### config.mk
export PLATFORM = sky130hd
export DESIGN_NAME = instr_ram_loader
export DESIGN_NICKNAME = d
export VERILOG_FILES = /design/src/rtl/cpu1_pkg.sv /design/src/rtl/loader_csum.sv /design/src/rtl/instr_ram_loader.sv
export SDC_FILE = /design/constraint.sdc
export NUM_CORES = 1
export LEC_CHECK = 0
export ABC_AREA = 1
export BUFFER_PORTS_ARGS = -buffer_cell sky130_fd_sc_hd__buf_4
export CORE_ASPECT_RATIO = 0.9
export CORE_MARGIN = 3
export CORE_UTILIZATION = 40
export CTS_CLUSTER_SIZE = 14
export DETAILED_ROUTE_END_ITERATION = 10
export PLACE_DENSITY_LB_ADDON = 0.08
export SLEW_MARGIN = 15
export SYNTH_ARGS = -nofsm -noshare
export SYNTH_HDL_FRONTEND = slang
export SYNTH_SLANG_ARGS = --single-unit
### constraint.sdc
create_clock -name clk -period 2.42 [get_ports clk]
set_input_delay 0.242 -clock clk [delete_from_list [all_inputs] [get_ports clk]]
set_output_delay 0.242 -clock clk [all_outputs]
set_load 0.1 [all_outputs]
### src/rtl/cpu1_pkg.sv
// cpu1_pkg: CPU1 instruction word and loader state types (LOADER_CHECKSUM_EN adds CHECK)
package cpu1_pkg;
  localparam int OPC_W = 5;
  localparam int MODE_W = 3;
  localparam int DATA_W = 8;
  localparam int INSTR_W = OPC_W + MODE_W + DATA_W;
  typedef struct packed {
    logic [OPC_W-1:0] opcode;
    logic [MODE_W-1:0] addr_mode;
    logic [DATA_W-1:0] data;
  } instr_t;
  typedef enum logic [2:0] {
    IDLE,
    GET_HI,
    GET_LO,
    WRITE,
    DONE,
    ERR
`ifdef LOADER_CHECKSUM_EN
    , CHECK
`endif
  } loader_state_t;
endpackage

### src/rtl/loader_csum.sv
// loader_csum: running 8-bit stream sum with zero check, used only when LOADER_CHECKSUM_EN is defined
`ifdef LOADER_CHECKSUM_EN
module loader_csum
  import cpu1_pkg::*;
(
  input  logic              clk,
  input  logic              rst,
  input  logic              clear,
  input  logic              add,
  input  logic [DATA_W-1:0] byte_in,
  output logic              zero
);
  logic [DATA_W-1:0] sum;
  // accumulate every accepted byte, restarting at each new session
  always_ff @(posedge clk or posedge rst)
    if (rst) sum <= '0;
    else if (clear) sum <= '0;
    else if (add) sum <= sum + byte_in;
  assign zero = sum == '0;
endmodule
`endif

### src/rtl/instr_ram_loader.sv
// instr_ram_loader: packs a byte stream into 16-bit words for CPU1 instruction RAM while holding the CPU; LOADER_CHECKSUM_EN adds a trailing checksum byte
module instr_ram_loader
  import cpu1_pkg::*;
#(
  parameter int ADDR_W    = 8,
  parameter int BASE_ADDR = 0
) (
  input  logic               clk,
  input  logic               rst,
  input  logic               start,
  input  logic               byte_valid,
  input  logic [DATA_W-1:0]  byte_data,
  input  logic               byte_last,
  output logic               byte_ready,
  output logic               ram_enable,
  output logic               ram_write_en,
  output logic               ram_read_en,
  output logic [ADDR_W-1:0]  ram_addr,
  output logic [INSTR_W-1:0] ram_wdata,
  output logic               cpu_hold,
  output logic               done,
  output logic               error,
  output logic [ADDR_W:0]    word_count
);
  localparam logic [ADDR_W-1:0] BASE = ADDR_W'(BASE_ADDR);
  loader_state_t state, state_n;
  instr_t word;
  logic xfer, start_ok, top;
`ifdef LOADER_CHECKSUM_EN
  logic full, sum_zero;
`else
  logic last_q;
`endif
  assign xfer = byte_valid && byte_ready;
  assign start_ok = start && (state == IDLE || state == DONE || state == ERR);
  assign top = ram_addr == '1;
  // state register; reset aborts a session on the spot
  always_ff @(posedge clk or posedge rst)
    if (rst) state <= IDLE;
    else state <= state_n;
  // next state; start is only honoured while no session is running
  always_comb begin
    state_n = state;
    case (state)
      IDLE, DONE, ERR: state_n = start ? GET_HI : state;
`ifdef LOADER_CHECKSUM_EN
      GET_HI: state_n = !xfer ? state : byte_last ? CHECK : full ? ERR : GET_LO;
      GET_LO: state_n = !xfer ? state : byte_last ? ERR : WRITE;
      WRITE:  state_n = GET_HI;
      CHECK:  state_n = sum_zero ? DONE : ERR;
`else
      GET_HI: state_n = !xfer ? state : byte_last ? ERR : GET_LO;
      GET_LO: state_n = !xfer ? state : WRITE;
      WRITE:  state_n = last_q ? DONE : top ? ERR : GET_HI;
`endif
      default: state_n = IDLE;
    endcase
  end
  // byte capture, write address and word counter
  always_ff @(posedge clk or posedge rst)
    if (rst) begin
      word <= '0;
      ram_addr <= BASE;
      word_count <= '0;
    end else begin
      if (start_ok) begin
        ram_addr <= BASE;
        word_count <= '0;
      end
      if (state == GET_HI && xfer) {word.opcode, word.addr_mode} <= byte_data;
      if (state == GET_LO && xfer) word.data <= byte_data;
      if (state == WRITE) begin
        ram_addr <= ram_addr + ADDR_W'(1);
        word_count <= word_count + (ADDR_W+1)'(1);
      end
    end
`ifdef LOADER_CHECKSUM_EN
  // once the top address is written only the checksum byte may follow
  always_ff @(posedge clk or posedge rst)
    if (rst) full <= 1'b0;
    else if (start_ok) full <= 1'b0;
    else if (state == WRITE && top) full <= 1'b1;
  loader_csum u_csum (
    .clk,
    .rst,
    .clear(start_ok),
    .add(xfer),
    .byte_in(byte_data),
    .zero(sum_zero)
  );
`else
  // remember whether the word about to be written ends the stream
  always_ff @(posedge clk or posedge rst)
    if (rst) last_q <= 1'b0;
    else if (state == GET_LO && xfer) last_q <= byte_last;
`endif
  assign byte_ready = state == GET_HI || state == GET_LO;
  assign ram_enable = 1'b1;
  assign ram_write_en = state == WRITE;
  assign ram_read_en = !ram_write_en;
  assign cpu_hold = !(state == IDLE || state == DONE || state == ERR);
  assign done = state == DONE;
  assign error = state == ERR;
  assign ram_wdata = word;
endmodule

* Yosys cells after proc, flatten, opt, wreduce, memory -nomap -nowiden
Cells that the tools add are included.
** Word-level totals
- Register bits after elaboration :: 37
- Input bits :: 13
- Output and inout bits :: 40
** Operators by class
- Add/sub/neg operators :: 2
- Eq/ne operators :: 9
- Muxes and demuxes :: 11
- Reductions and logical operators :: 13
** Operator list (number)
- two-way mux 3 bit :: 6
- two-way mux 9 bit :: 2
- two-way mux 8 bit :: 2
- one-hot mux 3 bit (4 select lines) :: 1
- adder 9 x 1 -> 9 bit (second input constant) :: 1
- adder 8 x 1 -> 8 bit (second input constant) :: 1
- equality test 8 bit (second input constant) :: 1
- equality test 3 x 2 -> 1 bit (second input constant) :: 2
- equality test 3 bit (second input constant) :: 2
- != test 2 bit (second input constant) :: 3
- logical AND 1 bit :: 4
- equality test 3 x 1 -> 1 bit (second input constant) :: 1
- logical NOT 3 bit :: 1
- logical OR 1 bit :: 3
- AND reduction 3 bit :: 1
- OR reduction 3 bit :: 1
- logical NOT 1 bit :: 2
- nonzero test 2 bit :: 1

* Longest topological paths before layout
- Depth after elaboration :: 6
- Mapped depth :: 7
- Depth with buffers taken out :: 7

* Worst setup path after synthesis
No wires, ideal clock.
- Kind :: register to output
- Start :: register state[1]
- End :: output done
- Arrival time :: 1.845 ns
- Data required time :: 2.178 ns
- Setup slack :: 0.333 ns
- Stages on the path, launching flop included :: 4
- Cells stage by stage :: dfrtp_1 > inv_2 > nand2_1 > nor2_1
** On the way
- Cells in the longest elaborated chain, start to end :: 1
** Ends and longest elaborated chain
- start: declaration :: RTL line instr_ram_loader.sv:26 : loader_state_t state, state_n;
- start signal: assignment :: RTL line instr_ram_loader.sv:40 : else state <= state_n;
- equality test 3 bit :: RTL line instr_ram_loader.sv:102 : assign done = state == DONE;
- end: declaration :: RTL line instr_ram_loader.sv:21 : output logic done,
No other way between the ends.

* Worst setup path after layout
- Start :: register state[0]
- End :: output ram_write_en
** On the way
- Cells in the longest elaborated chain, start to end :: 1
** Ends and longest elaborated chain
- equality test 3 x 2 -> 1 bit :: RTL line instr_ram_loader.sv:99 : assign ram_write_en = state == WRITE;
- end: declaration :: RTL line instr_ram_loader.sv:16 : output logic ram_write_en,
No other way between the ends.

==> metrics.md <==
| Metric | Value |
|---|---|
| Fraction of synthesized area in multiplexers | 0% |
| Post-Syn Area per Cell | 8.19 um2 |
| Inst Count DP | 332 |
| Async S/R FF share, synth | 100% |
| Worst skew pair latency | 0.28 ns |
| Row count | 22 |
| Achievable Freq | 552 MHz |
| Yosys warning count | 0 |
| Fin cells | 340 |
| GPL Wtd Cong | 0.813 |
| H-tree Lvls | 2 |
| DR pass1 iterations | 4 |
| Worst Path Arrival | 1.57 ns |
| Layout cells sized above 1 | 29.3% |
| Initial antenna violation count | 0 |
| Root Buffer | clkbuf_8 |
| Routed Antenna Nets | 0 |
| Final WL | 3850 um |
| Ys flop type | dfrtp_1 |
| Max Transition Viols Final | 0 |
| Synth top area share | 50.4% |
| Setup CP Type | register to primary output |
| Chip width | 77.4 um |
| Post-CTS Resized | 0 |
| Top layer in use | met4 |
| Critical-path maximum fanout | 16 |
| I/O Pins | 53 |
| Net count, final | 294 |
| Worst Hold Class | input port to async pin |
| Cts bufs inserted | 5 |
| Internal reg-to-reg setup slack | 0.93 ns |
| Vias post-DR | 1518 |
| Die Ht | 70.3 um |
| GRT Total Usage | 15.2% |
| Top cells by area, synth | dfrtp_1 (50%), nand2_1 (14%), inv_1 (5.3%) |
| Synth Area in XOR/XNOR | 0.477% |
| Status | finished clean |
| Total global routing overflow | 0 |
| Clock sink count | 37 |
| Mapped Cells | 224 |
| CP bufs+invs | 1 |
| Initial Util | 43.3% |
| Area of the multi-input gates | 753 um2 |
| Final setup TNS | 0 ns |
| # port buffers | 51 |
| Final Cycle Share | 74.8% |
| Post-Synth Simple-Gate Area | 28.2% |
| HPWL after DPL | 2880 um |
| Critical Path Sink Type | primary output |
| Clk_skew | 0.00502 ns |
| Antenna cells | 0 |
| Met1 WL | 1940 um |
| WHS | 0.0654 ns |
| CP max-delay cell | dfrtp_1 |
| Syn nets | 239 |
| Clk pin slew, worst setup/hold paths | 0.08 ns |
| RSZ-0062 raised after global routing | false |
| EDFF count, synth | 0 |
| Die area | 5440 um2 |
| Post-synthesis compound-gate area fraction | 10.8% |
| Met2 wirelength from detailed routing | 1690 um |
| Delay-heaviest family, CP | flip-flops |
| Yosys reg bits | 37 |
| Min cycle time layout | 1.81 ns |
| TritonCTS clock tree | yes |
| DR iter-0 viols | 81 |
| Max-cap violations | 0 |
| CP Launch Type | register |
| DR DRC count | 0 |
| Post-synthesis sequential area ratio | 50.4% |
| First-pass GRT wire length | 6740 um |
| Drt via density | 4.46 |
| Sequential Area | 926 um2 |
| RR Endpoint | ram_addr[5] |
| # fillers | 421 |
| Vias in the first global route | 1482 |
| Cell Area, Synth | 1840 um2 |
| Endpoints failing hold | 0 |
| CORE AREA | 4240 um2 |
| Synth Area in Adders | 1.36% |
| Combinational family with the most area after synthesis | simple AND/OR/NAND/NOR gates |
| Synth unique cells | 26 |
| Routed wl met3 | 209 um |
| Critical R2R Launch | state[0] |
| Largest net degree at the start of global routing | 38 |
| Worst path cell trace | nand2_2 > nor2_4 > buf_4 |
| # setup viols final | 0 |
| Wire per inst | 11.3 um |
| Hold-fix buffers, CTS | 0 |
| Layout overhead on the synthesized area | 29.7% |
| CP required | 2.18 ns |
| Postcts setup bufs | 0 |
| Clock tree buffer depth | 2 |
| Register-to-Register Path Depth | 7 |
| Critical Path Max Stage Delay | 0.47 ns |
| Cell taking the most area after synthesis | dfrtp_1 |
layer usage:
layer	vias to the layer above	GRT usage [%]
met5	-	0
met4	0	4.15
met3	2	3.61
met2	37	22.9
met1	660	21.9
li1	819	-
synthesized netlist by cell type (2+ instances only):
cell type	instances
nand2_2	5
dfrtp_1	37
o21ai_1	14
o21ai_0	3
buf_6	3
nand3b_1	2
inv_1	26
a21oi_1	6
nand2_1	70
nand4_1	4
nor2_1	14
o21ai_2	8
ha_1	2
inv_2	3
nor2_4	2
nand3_1	15
worst reg2reg max path: stages, from the launching register on:
cell	delay (ns)
dfrtp_1	0.47
nand2_2	0.09
nor2_4	0.35
inv_4	0.12
nand2_2	0.16
inv_2	0.09
nand2_1	0.06
nand2_1	0.05
cell usage in the layout (no fill, tap or decap), drive strengths merged, types with 2 or more instances in the layout:
cell type  Yosys  routed
o21ai         25      25
inv           30      30
clkbuf         0       6
nand3b         2       2
a21oi          6       6
buf            4      52
nand4          4       4
nor2          17      17
nand3         16      16
ha             2       2
dfrtp         37      37
nand2         75      75
layout make-up:
cell class | count | share of cell area [%]
inverters | 30 | 4.84
flip-flops and latches | 37 | 38.9
repair buffers | 52 | 16.4
clock inverters | 2 | 1.58
multi-input cells | 153 | 31.7
well taps | 60 | 3.15
clock buffers | 6 | 3.47
per-stage QoR:
step	utilization [%]	setup slack [ns]	area [um2]
CTS	56.1	0.596	2380
detailed placement	53.3	0.920	2260
global placement	53.3	0.956	2260
floorplan	-	0.333	1840
finish	56.1	0.609	2380
global route	56.1	0.485	2380
kinds of logic after synthesis:
kind of cell,count (synthesis)
simple gates,116
flops,37
buf+inv,34
compound gates,33
fa+ha+maj,2
xor+xnor,1
other cells,1
sequential cells by signal, indices dropped and copies added (netlist names):
| name | cells |
|---|---|
| word_count | 9 |
| state | 3 |
| ram_addr | 8 |
| ram_wdata | 16 |
| last_q | 1 |
how the worst max path moves through the flow:
stage | start | end | slack [ns] | cells after the start
6_report | state[0] | ram_write_en | 0.61 | 3
5_1_grt | state[0] | ram_read_en | 0.49 | 4
4_1_cts | state[0] | ram_read_en | 0.60 | 4
3_5_place_dp | state[0] | ram_read_en | 0.92 | 4
3_3_place_gp | state[0] | ram_write_en | 0.96 | 3
2_1_floorplan | state[1] | done | 0.33 | 3
Power is left out: the tool's default activity adds up to more than one toggle a clock period on the data nets, which glitch-free logic cannot reach.
